===== src/rtl/imem_pkg.sv =====
// Shared definitions for the instruction-memory fetch controller.
//   imem_state_e     : controller state (boot load / processor running)
//   IMEM_NOP         : instruction returned for out-of-range fetches
//   IMEM_ADDR_W_DEF  : default word-address width of the instruction memory
//   IMEM_DATA_W_DEF  : default instruction width
package imem_pkg;

  typedef enum logic {
    IMEM_LOAD = 1'b0,
    IMEM_RUN  = 1'b1
  } imem_state_e;

  localparam logic [31:0] IMEM_NOP        = 32'h0000_0000;
  localparam int unsigned IMEM_ADDR_W_DEF = 16;
  localparam int unsigned IMEM_DATA_W_DEF = 32;

endpackage


===== src/rtl/imem_starve_ctr.sv =====
// Saturating starvation counter for the loader port.
//   clk, rst : clock, asynchronous active-low reset
//   inc      : loader was denied this cycle
//   clr      : loader was served or withdrew its request
//   forced   : count has reached STARVE_MAX; this cycle belongs to the loader
// The count clears on the cycle it reports forced, so a continuously denied
// loader is served once every STARVE_MAX+1 cycles.
module imem_starve_ctr #(
  parameter int unsigned STARVE_MAX = 8
) (
  input  logic clk,
  input  logic rst,
  input  logic inc,
  input  logic clr,
  output logic forced
);

  localparam int unsigned CNT_W = $clog2(STARVE_MAX + 1);

  logic [CNT_W-1:0] cnt_q, cnt_d;

  assign forced = (cnt_q == CNT_W'(STARVE_MAX));

  always_comb begin
    cnt_d = cnt_q;
    if (clr || forced) begin
      cnt_d = '0;
    end else if (inc) begin
      cnt_d = cnt_q + CNT_W'(1);
    end
  end

  always_ff @(posedge clk or negedge rst) begin
    if (!rst) begin
      cnt_q <= '0;
    end else begin
      cnt_q <= cnt_d;
    end
  end

endmodule


===== src/rtl/imem_fetch_ctrl.sv =====
// Single-port instruction-memory controller. Shares the memory port between
// the processor fetch path and a program-loader write stream.
//
// Optional feature macro: IMEM_LOADER_EN
//   defined   : boot load in LOAD state, then RUN with fetch priority and a
//               starvation-bounded loader (patch writes).
//   undefined : loader removed, ld_ready = 0, mem_we = 0; the controller
//               enters RUN on the first clock after reset and the memory is
//               expected to be preloaded.
//
// Ports:
//   clk, rst              clock, asynchronous active-low reset
//   ld_valid/ld_ready     loader handshake; ld_addr/ld_data/ld_last payload
//   f_req/f_addr/f_gnt    fetch request, word address (PC), grant
//   f_valid/f_instr       fetch result, two cycles after the grant
//   cpu_run               processor release
//   fault                 sticky out-of-range fetch flag
//   mem_*                 memory port; mem_rdata valid the cycle after a read
module imem_fetch_ctrl
  import imem_pkg::*;
#(
  parameter int unsigned ADDR_W     = IMEM_ADDR_W_DEF,
  parameter int unsigned DATA_W     = IMEM_DATA_W_DEF,
  parameter int unsigned STARVE_MAX = 8
) (
  input  logic              clk,
  input  logic              rst,
  input  logic              ld_valid,
  output logic              ld_ready,
  input  logic [ADDR_W-1:0] ld_addr,
  input  logic [DATA_W-1:0] ld_data,
  input  logic              ld_last,
  input  logic              f_req,
  input  logic [31:0]       f_addr,
  output logic              f_gnt,
  output logic              f_valid,
  output logic [DATA_W-1:0] f_instr,
  output logic              cpu_run,
  output logic              fault,
  output logic              mem_en,
  output logic              mem_we,
  output logic [ADDR_W-1:0] mem_addr,
  output logic [DATA_W-1:0] mem_wdata,
  input  logic [DATA_W-1:0] mem_rdata
);

  imem_state_e state_q, state_d;

  logic              ld_acc;
  logic              f_oor;
  logic              s1_vld_q, s1_vld_d;
  logic              s1_oor_q, s1_oor_d;
  logic              f_valid_q, f_valid_d;
  logic [DATA_W-1:0] f_instr_q, f_instr_d;
  logic              fault_q, fault_d;

  assign f_oor = |f_addr[31:ADDR_W];

`ifdef IMEM_LOADER_EN
  logic starve_forced;
  logic ld_forced;
  logic starve_inc;
  logic starve_clr;

  // A forced slot only matters while the loader is still asking.
  assign ld_forced  = starve_forced & ld_valid;
  assign starve_inc = (state_q == IMEM_RUN) & ld_valid & ~ld_ready;
  assign starve_clr = ld_acc | ~ld_valid;

  imem_starve_ctr #(
    .STARVE_MAX (STARVE_MAX)
  ) u_starve (
    .clk    (clk),
    .rst    (rst),
    .inc    (starve_inc),
    .clr    (starve_clr),
    .forced (starve_forced)
  );
`else
  logic unused_ld;
  assign unused_ld = ^{ld_valid, ld_addr, ld_data, ld_last};
`endif

  // Arbitration and state transitions.
  always_comb begin
    state_d  = state_q;
    f_gnt    = 1'b0;
    ld_ready = 1'b0;
    ld_acc   = 1'b0;
`ifdef IMEM_LOADER_EN
    case (state_q)
      IMEM_LOAD: begin
        // Gated by rst so the port reads as not-ready while in reset.
        ld_ready = rst;
        if (ld_valid && ld_last) begin
          state_d = IMEM_RUN;
        end
      end
      IMEM_RUN: begin
        f_gnt    = f_req & ~ld_forced;
        ld_ready = ld_valid & (~f_req | ld_forced);
      end
      default: state_d = IMEM_LOAD;
    endcase
    ld_acc = ld_valid & ld_ready;
`else
    state_d = IMEM_RUN;
    f_gnt   = f_req & (state_q == IMEM_RUN);
`endif
  end

  // Memory port mux. An out-of-range fetch is granted but leaves the port idle.
  always_comb begin
    mem_en    = 1'b0;
    mem_we    = 1'b0;
    mem_addr  = f_addr[ADDR_W-1:0];
    mem_wdata = '0;
`ifdef IMEM_LOADER_EN
    if (ld_acc) begin
      mem_en    = 1'b1;
      mem_we    = 1'b1;
      mem_addr  = ld_addr;
      mem_wdata = ld_data;
    end else
`endif
    if (f_gnt && !f_oor) begin
      mem_en = 1'b1;
    end
  end

  // Two-stage return pipeline: stage 1 tracks the outstanding read while the
  // memory produces data, stage 2 registers the instruction.
  always_comb begin
    s1_vld_d  = f_gnt;
    s1_oor_d  = f_gnt & f_oor;
    f_valid_d = s1_vld_q;
    f_instr_d = f_instr_q;
    if (s1_vld_q) begin
      f_instr_d = s1_oor_q ? DATA_W'(IMEM_NOP) : mem_rdata;
    end
    fault_d = fault_q | (f_gnt & f_oor);
  end

  always_ff @(posedge clk or negedge rst) begin
    if (!rst) begin
      state_q   <= IMEM_LOAD;
      s1_vld_q  <= 1'b0;
      s1_oor_q  <= 1'b0;
      f_valid_q <= 1'b0;
      f_instr_q <= '0;
      fault_q   <= 1'b0;
    end else begin
      state_q   <= state_d;
      s1_vld_q  <= s1_vld_d;
      s1_oor_q  <= s1_oor_d;
      f_valid_q <= f_valid_d;
      f_instr_q <= f_instr_d;
      fault_q   <= fault_d;
    end
  end

  assign f_valid = f_valid_q;
  assign f_instr = f_instr_q;
  assign fault   = fault_q;
  assign cpu_run = (state_q == IMEM_RUN);

endmodule


===== config.mk =====
export PLATFORM = sky130hd
export DESIGN_NAME = imem_fetch_ctrl
export DESIGN_NICKNAME = d
export VERILOG_FILES = /design/src/rtl/imem_pkg.sv /design/src/rtl/imem_starve_ctr.sv /design/src/rtl/imem_fetch_ctrl.sv
export SDC_FILE = /design/constraint.sdc
export NUM_CORES = 1
export LEC_CHECK = 0
export BUFFER_PORTS_ARGS = -buffer_cell sky130_fd_sc_hd__buf_2
export CORE_UTILIZATION = 28
export CTS_CLUSTER_DIAMETER = 100
export DETAILED_ROUTE_END_ITERATION = 10
export PLACE_DENSITY = 0.66
export SETUP_SLACK_MARGIN = 0.15
export SYNTH_ARGS = -nofsm -noshare
export SYNTH_HDL_FRONTEND = slang
export SYNTH_SLANG_ARGS = --single-unit

===== constraint.sdc =====
create_clock -name clk -period 1.2 [get_ports clk]
set_clock_uncertainty 0.05 [all_clocks]
set_input_delay 0.18 -clock clk [delete_from_list [all_inputs] [get_ports clk]]
set_output_delay 0.18 -clock clk [all_outputs]
set_load 0.005 [all_outputs]

; Word level (Yosys, flattened, before mapping)
; Cells that the tools add are included.
[classes]
bitwise_logic = 3
n_reduce_logical = 3
n_mux = 2
[ops]
columns = op, n
row1 = 2-to-1 mux 32 bit, 1
row2 = OR reduction 16 bit, 1
row3 = bitwise AND 1 bit, 2
row4 = logical AND 1 bit, 1
row5 = logical NOT 1 bit, 1
row6 = 2-to-1 mux 1 bit, 1
row7 = OR 1 bit, 1
[totals]
word_cells = 14
out_inout_bits = 87
input_bits = 117
regBits = 37

; Logic depth before layout (Yosys ltp)
[depth]
ltp_word = 4
mapped_depth = 4
depth_no_buf = 3

; Worst setup path after synthesis
; OpenSTA, ideal clock, no wires.
[synth_path]
path_type = reg-to-reg
from = register s1_vld_q, in the netlist f_valid_d
to = register f_instr_q[0], in the netlist f_instr[0]
path_slack_ns = 0.158
setup_time_ns = 0.083
period_less_slack_ns = 1.042
stages_incl_launch_ff = 5
arrival_time_ns = 0.909
cell_sequence = dfrtp_1 > buf_2 > clkbuf_1 > nand3b_1 > o21ai_0
[synth_lines]
columns = element, line
row1 = "start, declared", imem_fetch_ctrl.sv:51  ; logic s1_vld_q, s1_vld_d;
row2 = "start signal, assigned", imem_fetch_ctrl.sv:154  ; s1_vld_q <= s1_vld_d;
row3 = "end signal, assigned", imem_fetch_ctrl.sv:157  ; f_instr_q <= f_instr_d;
row4 = "end, declared", imem_fetch_ctrl.sv:54  ; logic [DATA_W-1:0] f_instr_q, f_instr_d;

; Worst setup path in the final report
[layout_path]
from = register state_q, in the netlist cpu_run
to = output port mem_en
[layout_via]
elab_chain_cells = 3
[layout_lines]
columns = element, line
row1 = "start, declared", imem_fetch_ctrl.sv:47  ; imem_state_e state_q, state_d;
row2 = "start signal, assigned", imem_fetch_ctrl.sv:153  ; state_q <= state_d;
row3 = bitwise AND 1 bit, imem_fetch_ctrl.sv:108  ; f_gnt = f_req & (state_q == IMEM_RUN);
row4 = logical AND 1 bit, imem_fetch_ctrl.sv:126  ; if (f_gnt && !f_oor) begin
row5 = 2-to-1 mux 1 bit, imem_fetch_ctrl.sv:126
row6 = "end, declared", imem_fetch_ctrl.sv:40  ; output logic mem_en,
; No other way between the ends.

==> impl.org <==
** Die
- Count of boundary I/O pins :: 204
- Die area :: 7340 um2
- Y dimension of the die :: 85.7 um
- The core region is 6790 um2.
- Initial core utilization :: 28.9%
- FP Rows :: 30
- The die is 85.7 um wide.

** Detailed routing
- In this run, the number of DRC markers left after iteration 0 of detailed routing was 81.
- Number of remaining DRC errors :: 0
- For this block, the routed nets add up to 4.61 mm of wire.
- Wire length per cell after detailed routing :: 11.7 um
- The count of nets left with antenna violations once routing finished came out at 0.
- In the routed layout, each cell is associated on average with a via count of 4.03.
- Detailed routing inserted a total of 1587 vias.
- Before antenna repair, the detailed router went through 4 iterations.

** Clock tree
- Clock-pin slew was measured on the worst setup and hold paths at 0.08 ns.
- The cell sitting at the root of the clock tree is a sky130_fd_sc_hd__clkbuf_8.
- Max Buffers Root-to-Sink :: 2
- The H-tree was split into 2 levels.
- Number of buffers added by the clock tree synthesis step :: 5
- TritonCTS clock tree :: yes
- For this design, the sink count on the clock tree is 37.
- Source-to-sink clock delay at the later pin of the worst-skew pair :: 0.29 ns

** Pwr
- Total leakage power :: 0.00139 uW
- Clock power share :: 34.5%
- Tot Pwr :: 3270 uW
- VDD sags by at most 0.000371 V.
- Reported net switching power :: 840 uW
- Power spread over the standard cell area amounts to 1220 nW/um2.
- Combinational cell fraction of total power :: 20.8%
- Seq pwr share :: 44.7%
- Int Pwr :: 2430 uW
- Switching Fraction :: 25.7%

** Synth
- Portion of synthesized cell area occupied by the leading cell type :: 47.2%
- The Yosys step of the flow raised 0 warnings.
- In this run, synthesis produced a sequential element count of 37.
- A synthesized cell averages 9.56 um2.
- The netlist uses 16 different library cells.
- Gate count of the mapped netlist :: 205
- Sequential cell area fraction in the yosys report :: 47.2%
- The largest total area in the synthesized netlist belongs to sky130_fd_sc_hd__dfrtp_1.
- Sorting the synthesized cells by area gives the leading types as sky130_fd_sc_hd__dfrtp_1 (47%), sky130_fd_sc_hd__buf_4 (19%), sky130_fd_sc_hd__nand3b_1 (12%).
- Post-synthesis instance area :: 1960 um2

** STA
- Setup violators final :: 0
- In the finished design, the share of the clock period the worst path needs comes to 96.6%.
- The count of final hold-check violations is 0.
- Derived from the worst setup path, the maximum achievable clock frequency is 863 MHz.
- Unrepaired setup endpoints after global routing :: true
- Aggregate negative setup slack :: 0 ns
- Subtracting the final worst setup slack from the clock period gives 1.16 ns.
- Final slew viol count :: 0

** Critical path
- In this run the critical register-to-register path is launched from f_valid_d.
- CP Launch Point :: cpu_run
- Launching element type of the critical path :: flip-flop
- Maximum net fanout on the critical path :: 3
- The critical path in this run is classified as flip-flop to primary output.
- Worst reg2reg path depth :: 4
- Type of destination of the critical path :: primary output
- Critical path data arrival time :: 0.93 ns
- Across all register-to-register paths, the minimum setup slack is 0.13 ns.
- In this run the critical register-to-register path is captured at f_instr[15].
- For the worst setup path, the data required time is 0.97 ns.

** Hold path
- The worst hold path was traced through 3 stages.
- The worst hold path belongs to the class input port to flip-flop.
- Hold Crit Start :: mem_rdata[4]
- The path with the worst hold slack has its endpoint at f_instr[4].

** Layout
- Cells fill 39.5% of the core in the end.
- The sequential cells in the finished layout cover a total of 927 um2.
- Relative to the synthesized area, the layout overhead comes to 36.9%.
- For this run, the number of standard cells in the final layout without fillers is 394.
- The multi-input combinational cells in the finished layout cover a total of 652 um2.
- Net count reported at finish :: 414
- 0 antenna diodes ended up in the layout.
- Fraction of final layout cells sized beyond drive strength 1 :: 42.6%
- The layout has 688 filler cells.

** Placement
- Placed Cells :: 365
- During placement, the flow inserted port buffers numbering 87.
- The wire-length estimate of the detail-placed layout is 2.61 mm.
- GP Congestion :: 0.703

** Global routing
- Global routing consumed, over all layers together, 10.1% of the routing resources.
- First-pass GRT wire length :: 5.78 mm
- Via count of the first global-routing pass :: 1293
- Gr ovfl total :: 0
- Maximum number of pins on one net before global-route repair :: 66
- Initial antenna violation count :: 0

** Job
- Across the run, the number of max-cap violations was 0.

** Outcome
- Outcome :: complete, no violations
-- flip-flops by register name, indices dropped and copies added, names as in the netlist --
signal,flops
f_valid,1
f_instr,32
f_valid_d,1
s1_oor_q,1
fault,1
cpu_run,1
-- power groups by stage --
stage | logic (uW) | clock network, uW | registers [uW]
after floorplan | 311 | 0 | 1500
after global placement | 505 | 0 | 1480
after detailed placement | 515 | 0 | 1490
after CTS | 521 | 1180 | 1460
after global routing | 773 | 1240 | 1470
final | 682 | 1130 | 1460
-- kinds of logic (layout without fill, tap and decap cells) --
logic type,count (synthesis),in the layout,share of synthesized area (%)
flops,37,37,47.2
simple gates,40,40,16.3
compound gates,33,33,8.62
other cells,2,35,0.383
buf+inv,93,153,27.5
-- cells in the mapped netlist, drive strengths merged --
master	instances
nor4	4
dfrtp	37
or2	1
buf	52
nor2	1
a41oi	1
nand2	1
nand3b	32
nand4	1
o21ai	32
inv	33
clkbuf	8
conb	2
-- metal layers --
layer  track usage [%]  part of all wire [%]
met5                 0                     0
met4              3.18                  0.95
met3              3.85                   6.9
met2              16.7                    46
met1              12.1                    46
-- critical path: stages, from the launching register on --
cell and delay, ns:
sky130_fd_sc_hd__dfrtp_1 0.39, sky130_fd_sc_hd__nand2_2 0.09, sky130_fd_sc_hd__nor2_1 0.04, sky130_fd_sc_hd__buf_2 0.12
-- worst max path at each step --
stage / end / slack (ns) / depth (start not counted)
after floorplan: f_instr[0] / 0.16 / 4
after CTS: mem_en / 0.02 / 3
final: mem_en / 0.04 / 3
after detailed placement: fault / -0.002 / 4
after global routing: mem_en / -0.02 / 3
after global placement: fault / 0.01 / 4
-- area by class of cell --
cell class                 count  area share, %
clock buffer                   6           3.08
sequential                    37           34.5
multi-input combinational    108           24.3
inverter                      33           4.62
timing repair buffer         112           27.6
tap                           96           4.48
clock inverter                 2           1.40
-- cell usage in the layout, fill, tap and decap left out --
| cell | n |
|---|---|
| sky130_fd_sc_hd__a41oi_1 | 1 |
| sky130_fd_sc_hd__buf_12 | 3 |
| sky130_fd_sc_hd__buf_2 | 87 |
| sky130_fd_sc_hd__buf_4 | 15 |
| sky130_fd_sc_hd__buf_6 | 2 |
| sky130_fd_sc_hd__bufinv_16 | 1 |
| sky130_fd_sc_hd__clkbuf_16 | 4 |
| sky130_fd_sc_hd__clkbuf_8 | 6 |
| sky130_fd_sc_hd__clkinvlp_4 | 1 |
| sky130_fd_sc_hd__conb_1 | 35 |
| sky130_fd_sc_hd__dfrtp_1 | 36 |
| sky130_fd_sc_hd__dfrtp_2 | 1 |
| sky130_fd_sc_hd__dlygate4sd3_1 | 1 |
| sky130_fd_sc_hd__inv_1 | 32 |
| sky130_fd_sc_hd__inv_2 | 1 |
| sky130_fd_sc_hd__nand2_2 | 1 |
| sky130_fd_sc_hd__nand3b_1 | 32 |
| sky130_fd_sc_hd__nand4_1 | 1 |
| sky130_fd_sc_hd__nor2_1 | 1 |
| sky130_fd_sc_hd__nor4_4 | 4 |
| sky130_fd_sc_hd__o21ai_0 | 1 |
| sky130_fd_sc_hd__o21ai_1 | 30 |
| sky130_fd_sc_hd__o21ai_2 | 1 |
| sky130_fd_sc_hd__or2_1 | 1 |
-- per-stage QoR --
step                setup slack (ns)  cell area (um2)  hold slack, ns
floorplan                      0.158             2080          -0.166
global placement              0.0120             2280           0.114
detailed placement          -0.00229             2280           0.112
CTS                           0.0161             2420          0.0673
global route                 -0.0217             2680          0.0720
finish                        0.0409             2680          0.0842
-- repair_timing --
action / CTS / global route
cloned: 0 / 6
buffers inserted: 1 / 13
endpoints found under the hold margin: 37 / 0
hold buffers: 1 / 0
setup endpoints to repair: 3 / 39
gates resized for setup: 2 / 32
pin swaps: 2 / 29
Power figures use the tool's default switching activity.
